File: config.mk
export PLATFORM = sky130hd
export DESIGN_NAME = green_compositor
export DESIGN_NICKNAME = d
export VERILOG_FILES = /design/src/rtl/compositor_pkg.sv /design/src/rtl/pipe_delay.sv /design/src/rtl/green_compositor.sv
export SDC_FILE = /design/constraint.sdc
export NUM_CORES = 1
export LEC_CHECK = 0
export BUFFER_PORTS_ARGS = -buffer_cell sky130_fd_sc_hd__buf_2
export CAP_MARGIN = 20
export CORE_MARGIN = 5
export CORE_UTILIZATION = 50
export CTS_CLUSTER_DIAMETER = 40
export DETAILED_ROUTE_END_ITERATION = 12
export GPL_TIMING_DRIVEN = 0
export PLACE_DENSITY = 0.75
export SLEW_MARGIN = 30
export SYNTH_ARGS = -nofsm -noshare
export SYNTH_HDL_FRONTEND = slang
export SYNTH_SLANG_ARGS = --single-unit
File: constraint.sdc
create_clock -name clk_in -period 8.02 [get_ports clk_in]
set_input_delay 0.401 -clock clk_in [delete_from_list [all_inputs] [get_ports clk_in]]
set_output_delay 0.401 -clock clk_in [all_outputs]
set_load 0.01 [all_outputs]
File: src/rtl/compositor_pkg.sv
// rtl/compositor_pkg.sv - shared types and constants for the green-screen compositor
package compositor_pkg;

   localparam int ACTIVE_H     = 1280;
   localparam int ACTIVE_V     = 720;
   localparam int BRAM_LATENCY = 2;

   typedef struct packed {
      logic [7:0] r;
      logic [7:0] g;
      logic [7:0] b;
   } pixel_t;

   typedef enum logic {
      ST_SYNC = 1'b0,
      ST_RUN  = 1'b1
   } state_t;

   // Per-pixel sideband carried alongside the background read
   typedef struct packed {
      pixel_t      fg;
      logic        mask;
      logic        active;
      logic        en;
      logic        valid;
      logic [10:0] h;
      logic [9:0]  v;
      logic        cnt_load;
      logic [20:0] cnt;
   } side_t;

   function automatic logic is_active(input logic [10:0] h, input logic [9:0] v);
      return (h < 11'(ACTIVE_H)) && (v < 10'(ACTIVE_V));
   endfunction

   function automatic logic is_last(input logic [10:0] h, input logic [9:0] v);
      return (h == 11'(ACTIVE_H - 1)) && (v == 10'(ACTIVE_V - 1));
   endfunction

endpackage

File: src/rtl/pipe_delay.sv
// rtl/pipe_delay.sv - fixed-length register delay line
module pipe_delay #(
   parameter int WIDTH  = 1,
   parameter int STAGES = 1
) (
   input  logic             clk_in,
   input  logic             rst_in,
   input  logic [WIDTH-1:0] data_in,
   output logic [WIDTH-1:0] data_out
);

   logic [WIDTH-1:0] stage_q [STAGES];

   // Shift data one stage per cycle; reset flushes every stage
   always_ff @(posedge clk_in or posedge rst_in) begin
      if (rst_in) begin
         for (int i = 0; i < STAGES; i++) begin
            stage_q[i] <= '0;
         end
      end else begin
         stage_q[0] <= data_in;
         for (int i = 1; i < STAGES; i++) begin
            stage_q[i] <= stage_q[i-1];
         end
      end
   end

   assign data_out = stage_q[STAGES-1];

endmodule

File: src/rtl/green_compositor.sv
// rtl/green_compositor.sv - green-screen compositor with background BRAM and green-pixel counter
module green_compositor
   import compositor_pkg::*;
#(
   parameter int BG_WIDTH  = 320,
   parameter int BG_HEIGHT = 180,
   parameter int BG_SHIFT  = 2
) (
   input  logic        clk_in,
   input  logic        rst_in,
   input  logic        valid_in,
   input  logic [10:0] hcount_in,
   input  logic [9:0]  vcount_in,
   input  logic [23:0] fg_pixel_in,
   input  logic        mask_in,
   input  logic        composite_en_in,
   output logic [16:0] bg_addr_out,
   input  logic [23:0] bg_data_in,
   output logic [23:0] pixel_out,
   output logic [10:0] hcount_out,
   output logic [9:0]  vcount_out,
   output logic        valid_out,
   output logic [20:0] green_count_out,
   output logic        count_valid_out
);

   state_t                   state_q;
   logic                     en_q;
   logic [20:0]              acc_q;
   logic [20:0]              acc_d;
   logic [16:0]              bg_addr_q;
   logic [16:0]              addr_d;
   logic [16:0]              row_s;
   logic [16:0]              col_s;
   logic                     frame_start;
   logic                     run_eff;
   logic                     active_in;
   logic                     en_eff;
   logic                     green_in;
   side_t                    s1_q;
   side_t                    s1_d;
   side_t                    s3;
   logic [$bits(side_t)-1:0] s3_vec;

   // Decode the incoming pixel: frame start, address, accumulator and stage-1 sideband
   always_comb begin
      frame_start = valid_in && (hcount_in == 11'd0) && (vcount_in == 10'd0);
      run_eff     = (state_q == ST_RUN) || frame_start;
      active_in   = is_active(hcount_in, vcount_in);
      en_eff      = frame_start ? composite_en_in : en_q;
      green_in    = valid_in && active_in && !mask_in;

      row_s = 17'(vcount_in >> BG_SHIFT);
      // Guard against a background smaller than the scaled screen
      if (row_s >= 17'(BG_HEIGHT)) begin
         row_s = 17'(BG_HEIGHT - 1);
      end
      col_s  = 17'(hcount_in >> BG_SHIFT);
      addr_d = active_in ? (17'(row_s * 17'(BG_WIDTH)) + col_s) : bg_addr_q;

      acc_d = acc_q;
      if (frame_start) begin
         acc_d = green_in ? 21'd1 : 21'd0;
      end else if (run_eff && green_in) begin
         acc_d = acc_q + 21'd1;
      end

      s1_d.fg       = fg_pixel_in;
      s1_d.mask     = mask_in;
      s1_d.active   = active_in;
      s1_d.en       = en_eff;
      s1_d.valid    = valid_in && run_eff;
      s1_d.h        = hcount_in;
      s1_d.v        = vcount_in;
      s1_d.cnt_load = valid_in && run_eff && is_last(hcount_in, vcount_in);
      s1_d.cnt      = acc_d;
   end

   // Frame-sync FSM and the per-frame latched compositing enable
   always_ff @(posedge clk_in or posedge rst_in) begin
      if (rst_in) begin
         state_q <= ST_SYNC;
         en_q    <= 1'b1;
      end else begin
         if (frame_start) begin
            en_q <= composite_en_in;
         end
         case (state_q)
            ST_SYNC: if (frame_start) state_q <= ST_RUN;
            ST_RUN:  state_q <= ST_RUN;
            default: state_q <= ST_SYNC;
         endcase
      end
   end

   // Green-pixel accumulator for the frame in progress
   always_ff @(posedge clk_in or posedge rst_in) begin
      if (rst_in) begin
         acc_q <= '0;
      end else begin
         acc_q <= acc_d;
      end
   end

   // Stage 1: registered BRAM address and sideband
   always_ff @(posedge clk_in or posedge rst_in) begin
      if (rst_in) begin
         bg_addr_q <= '0;
         s1_q      <= '0;
      end else begin
         bg_addr_q <= addr_d;
         s1_q      <= s1_d;
      end
   end

   assign bg_addr_out = bg_addr_q;

   pipe_delay #(
      .WIDTH  ($bits(side_t)),
      .STAGES (BRAM_LATENCY)
   ) u_side_delay (
      .clk_in   (clk_in),
      .rst_in   (rst_in),
      .data_in  (s1_q),
      .data_out (s3_vec)
   );

   assign s3 = s3_vec;

   // Output stage: pick foreground or background, blank outside the active region
   always_ff @(posedge clk_in or posedge rst_in) begin
      if (rst_in) begin
         pixel_out       <= '0;
         hcount_out      <= '0;
         vcount_out      <= '0;
         valid_out       <= 1'b0;
         green_count_out <= '0;
         count_valid_out <= 1'b0;
      end else begin
         if (!s3.active) begin
            pixel_out <= 24'h000000;
         end else if (s3.mask || !s3.en) begin
            pixel_out <= s3.fg;
         end else begin
            pixel_out <= bg_data_in;
         end
         hcount_out      <= s3.h;
         vcount_out      <= s3.v;
         valid_out       <= s3.valid;
         count_valid_out <= s3.cnt_load;
         if (s3.cnt_load) begin
            green_count_out <= s3.cnt;
         end
      end
   end

endmodule

* Word-level counts from Yosys, hierarchy flattened *
Cells that the tools add are included.

word-level totals
  logic and storage cells = 56
  bits in registers = 300
  output and inout bits = 85
  bits of input ports = 74

operators by class
  $add $sub $neg = 2
  muxes and demuxes = 9
  order comparisons = 3
  multipliers = 1
  bitwise gates (word level) = 1
  reductions and logical operators = 16
  equality and inequality tests = 2

operators by type and width
  cell                                                      count
  2-to-1 mux 24 bit                                         2
  2-to-1 mux 21 bit                                         2
  adder 21 x 1 -> 21 bit, second input constant             1
  adder 17 x 9 -> 17 bit                                    1
  equality test 11 bit, second input constant               1
  zero test 11 bit                                          1
  < comparator 11 bit, second input constant                1
  multiplier 8 x 3 -> 11 bit, second input constant         1
  equality test 10 bit, second input constant               1
  zero test 10 bit                                          1
  < comparator 10 bit, second input constant                1
  logical AND 1 bit                                         9
  greater-or-equal comparator 8 bit, second input constant  1
  2-to-1 mux 8 bit                                          1
  2-to-1 mux 1 bit                                          3
  zero test 1 bit                                           2
  logical OR 1 bit                                          2
  case mux 1 bit (2 select lines)                           1
  nonzero test 2 bit                                        1
  inverter 1 bit                                            1

* Depth between registers and ports, before layout *
  depth in word-level cells = 7
  depth in mapped cells = 11
  gate-level depth less buffers = 10

* Modules after synthesis *
From an unflattened synthesis, not the netlist that was laid out.

second synthesis, totals
  cells, all modules = 721
  area, all modules = 10313.6 um2

by module, submodules not included
  module            area each (um2)  cells each  instances  seq. area each (um2)
  green_compositor  6223.5           507         1          3955.0
  pipe_delay        4090.2           214         1          3553.4

* Worst setup path before layout *
OpenSTA, ideal clock, no wires.

  path kind = input -> register
  start point = input vcount_in[4]
  end point = register bg_addr_q[16], in the netlist bg_addr_out[16]
  buffers on the path = 1
  required time = 7.947 ns
  stages on the path = 11
  arrival = 3.274 ns
  setup time = 0.073 ns
  setup slack = 4.673 ns
  path through = o211a_1 -> o21ai_2 -> clkbuf_1 -> nand2_1 -> ha_1 -> fa_1 -> a211oi_1 -> o22ai_1 -> or4_1 -> or3b_1 -> a21oi_2

between the ends
  word-level cells in the longest chain between the ends = 4
  elaborated cells on any way between the ends = 6
  classes of those cells = add/sub (1); mul (1); order compare (2); mux (1); reduce/logical (1)

RTL lines
  element                            line                     RTL
  start, declared                    green_compositor.sv:13   input logic [9:0] vcount_in,
  greater-or-equal comparator 8 bit  green_compositor.sv:55   if (row_s >= 17'(BG_HEIGHT)) begin
  2-to-1 mux 8 bit                   green_compositor.sv:55
  multiplier 8 x 3 -> 11 bit         green_compositor.sv:59   addr_d = active_in ? (17'(row_s * 17'(BG_WIDTH)) + col_s) : bg_addr_q;
  adder 17 x 9 -> 17 bit             green_compositor.sv:59
  end signal, assigned               green_compositor.sv:111  bg_addr_q <= addr_d;
  end, declared                      green_compositor.sv:31   logic [16:0] bg_addr_q;

Parallel ways exist; a longest one is shown, timed or not.
A chain may end at the register's enable or synchronous reset.

* Worst setup path in the final report *
  start point = input vcount_in[9]
  end point = register bg_addr_q[16], in the netlist bg_addr_out[16]

Same word-level chain as after synthesis.

==> reports/metrics.yaml <==
logic_synthesis:
  syn_avg_cell_area_um2: 14.6
  netlist.top_cell.by_area: "dfrtp_1"
  synth_top_area_frac: 0.759
  yosysSeqAreaShare: 0.762
  synth_flop_cell: "dfrtp_1"
  synthTopCellsByCount: "dfrtp_1, nand2_1, a21boi_0"
  synth_seq_cells: 300
  synth_area_um2: 9860
  ys_top_cells_by_area: "dfrtp_1, nand2_1, mux2_2"
  yosysMostFrequentCell: "dfrtp_1"
  syn-num-nets: 765
  synth_cell_types: 56
  synth_edf_count: 0
  yosysWarnings: 0
  netlist_instances: 677
  ys_async_sr_fraction: 1.00
global_routing:
  grt_max_degree: 33
  grt_overflow_total: 0
  antenna_found_initial: 3
  grt_pass1_vias: 6414
  grt_pass1_wl_um: 32800
  grt_usage: 0.182
critical_path:
  arrival_ns: 4.37
  startpoint_type: "primary input"
  cp-end-kind: "register"
  crit_fanout: 10
  worstPathRequired_ns: 8.48
  path_cells: "dlygate4sd3_1 > buf_2 > clkbuf_1 > o21ai_2 > clkbuf_1 > and3_1 > ha_1 > fa_1 > a211oi_1 > o22ai_1 > or4_1 > or3b_1 > a21oi_2"
  r2r_setup_slack_ns: 5.77
  worst_r2r_startpoint: "s1_q[7]"
  path_buf_inv: 4
  cp_top_family: "buffers and inverters"
  r2r_end: "s1_q[18]"
  cp_common_cell: "clkbuf_1"
  slowest_stage: "dlygate4sd3_1"
  reg2reg_depth: 5
  crit_type: "primary input to register"
  slowest_delay_ns: 0.55
floorplanning:
  die_height_um: 150
  core-area_um2: 19500
  initial_core_util: 0.506
  rows: 51
  ios: 159
  die_x_um: 150
  die_area_um2: 22600
drt:
  vias: 5983
  drc: 0
  wl_per_cell_um: 16.8
  first_iter_violations: 302
  ant_nets: 0
  vias_per_cell: 5.00
  finalWirelength_um: 20100
  dr.pass1.iters: 4
timing:
  maxSlewHeadroom: 0.502
  skew_ns: 0.00689
  fmax_mhz: 256
  rsz0062_at_grt: "false"
  tns_ns: 0
  period_needed_ns: 3.91
  fin_crit_sh: 0.488
  hold_viol: 0
  maxSlewViolCount: 0
  tightest_slew_ns: 0.741
  setup_viol: 0
cells_and_area:
  fillCellCount: 1390
  final_nets: 997
  drive_above_1_share: 0.273
  finish.utilization: 0.645
  area_growth_pct: 27.4
place:
  dp_hpwl_um: 13700
  routabilityCongestion: 0.868
  io_buffers: 158
clock_tree:
  numCtsBuffers: 31
  clk_path_buf_depth: 3
  post-cts-setup-buffer-count: 0
  htree_levels: 1
  cts_root_buf: "clkbuf_16"
  tritoncts: "done"
  cts_sinks: 300
  clkSlewWorstSetupHoldPaths_ns: 0.06
  clk_latency_ns: 0.53
power:
  vdd_drop_max_mv: 0.142
  power_leakage_nw: 6.14
  power_density_nw_per_um2: 259
hold_path:
  min_from: "hcount_in[4]"
  holdPathEnd: "s1_q[36]"
  whs_path_depth: 1
  hold_path_class: "primary input to register"
run:
  maxCapViolCount: 0
run_status:
  status: "complete, no violations"
==> cells in the final DEF, fill, tap and decap left out, types with 3 or more instances in the layout <==
| master | netlist | routed |
|---|---|---|
| and3_1 | 7 | 7 |
| nor4_1 | 9 | 9 |
| clkbuf_16 | 0 | 31 |
| nor2_1 | 17 | 17 |
| o21ai_0 | 11 | 11 |
| inv_1 | 5 | 4 |
| inv_8 | 0 | 3 |
| a21boi_0 | 24 | 24 |
| clkbuf_1 | 18 | 23 |
| dlygate4sd3_1 | 0 | 30 |
| o31ai_1 | 9 | 9 |
| buf_2 | 2 | 160 |
| nand2b_1 | 14 | 14 |
| nor2b_1 | 6 | 6 |
| clkinvlp_4 | 0 | 4 |
| xnor2_1 | 9 | 9 |
| or4_1 | 10 | 10 |
| clkinv_2 | 0 | 3 |
| buf_12 | 0 | 8 |
| mux2_2 | 22 | 22 |
| o21a_1 | 3 | 3 |
| ha_1 | 12 | 12 |
| dfrtp_1 | 299 | 299 |
| mux2i_1 | 5 | 5 |
| nor3_1 | 6 | 6 |
| nand4_1 | 12 | 12 |
| nand3_1 | 17 | 17 |
| buf_16 | 0 | 3 |
| a21oi_1 | 13 | 13 |
| xor2_1 | 5 | 5 |
| clkbuf_8 | 0 | 6 |
| nand2_1 | 101 | 101 |
==> report_power, final <==
group / switching [W] / internal [W] / total [W] / leakage [nW]
Sequential: 0.0000246 / 0.00158 / 0.00161 / 3.76
Combinational: 0.000139 / 0.000103 / 0.000242 / 1.88
Clock: 0.000571 / 0.000836 / 0.00141 / 0.499
Total: 0.000734 / 0.00252 / 0.00326 / 6.14
==> timing repair <==
item | in CTS | in global routing
hold buffers | 30 | 0
gates resized for setup | 0 | 0
endpoints found under the setup margin | 0 | 0
hold endpoints to repair | 54 | 0
==> worst max path at each step <==
stage / startpoint / endpoint / slack, ns / cells after the start
finish: vcount_in[9] / bg_addr_out[16] / 4.11 / 13
detailed placement: vcount_in[4] / bg_addr_out[16] / 4.15 / 12
CTS: vcount_in[9] / bg_addr_out[16] / 4.15 / 13
global placement: rst_in / u_side_delay.stage_q[78] / 2.19 / 2
global route: vcount_in[9] / bg_addr_out[16] / 3.80 / 13
floorplan: rst_in / bg_addr_out[0] / 3.63 / 1
==> through the flow <==
step           instances  cell area, µm²  hold WS, ns  total power [W]  setup WS, ns
6_report            1197           12600       0.0315          0.00326          4.11
5_1_grt             1197           12600      0.00904          0.00339          3.80
4_1_cts             1196           12600      0.00239          0.00329          4.15
3_5_place_dp        1111           11200        0.335          0.00186          4.15
3_3_place_gp        1100           11000        0.331          0.00184          2.19
2_1_floorplan        677            9860        0.331          0.00176          3.63
==> per-layer routing <==
layer  part of all wire  wire [µm]  global-route usage  vias to the layer above
met5            0.00070         14                   0                        -
met4              0.028        554              0.0576                        4
met3              0.085       1710              0.0452                       48
met2               0.50      10000               0.308                      202
met1               0.39       7800               0.235                     2950
li1                   -          -                   -                     2779
==> sequential cells by signal, indices dropped and copies added (netlist names) <==
signal                 cells
en_q                       1
hcount_out                11
bg_addr_out               17
u_side_delay.data_out     71
s1_q                      71
vcount_out                10
green_count_out           21
count_valid_out            1
valid_out                  1
pixel_out                 24
state_q                    1
u_side_delay.stage_q      71
==> final cells by class <==
type / count / area (µm²) / share of cell area
antenna: 1 / 2.50 / 0.000199
buffer: 21 / 81.3 / 0.00648
clock buffer: 42 / 877 / 0.0699
clock inverter: 13 / 149 / 0.0119
inverter: 6 / 26.3 / 0.00209
multi-input combinational: 350 / 2240 / 0.179
sequential: 300 / 7510 / 0.598
tap: 265 / 332 / 0.0264
timing repair buffer: 199 / 1330 / 0.106
==> cell families after synthesis <==
group	synth area share
adders and majority gates	0.0193
muxes	0.0302
buffers and inverters	0.0105
DFF	0.762
AOI/OAI and AO/OA	0.0580
xor gates and xnor gates	0.0141
and+or+nand+nor	0.106
Note: power is estimated with default switching activity, not from simulation.
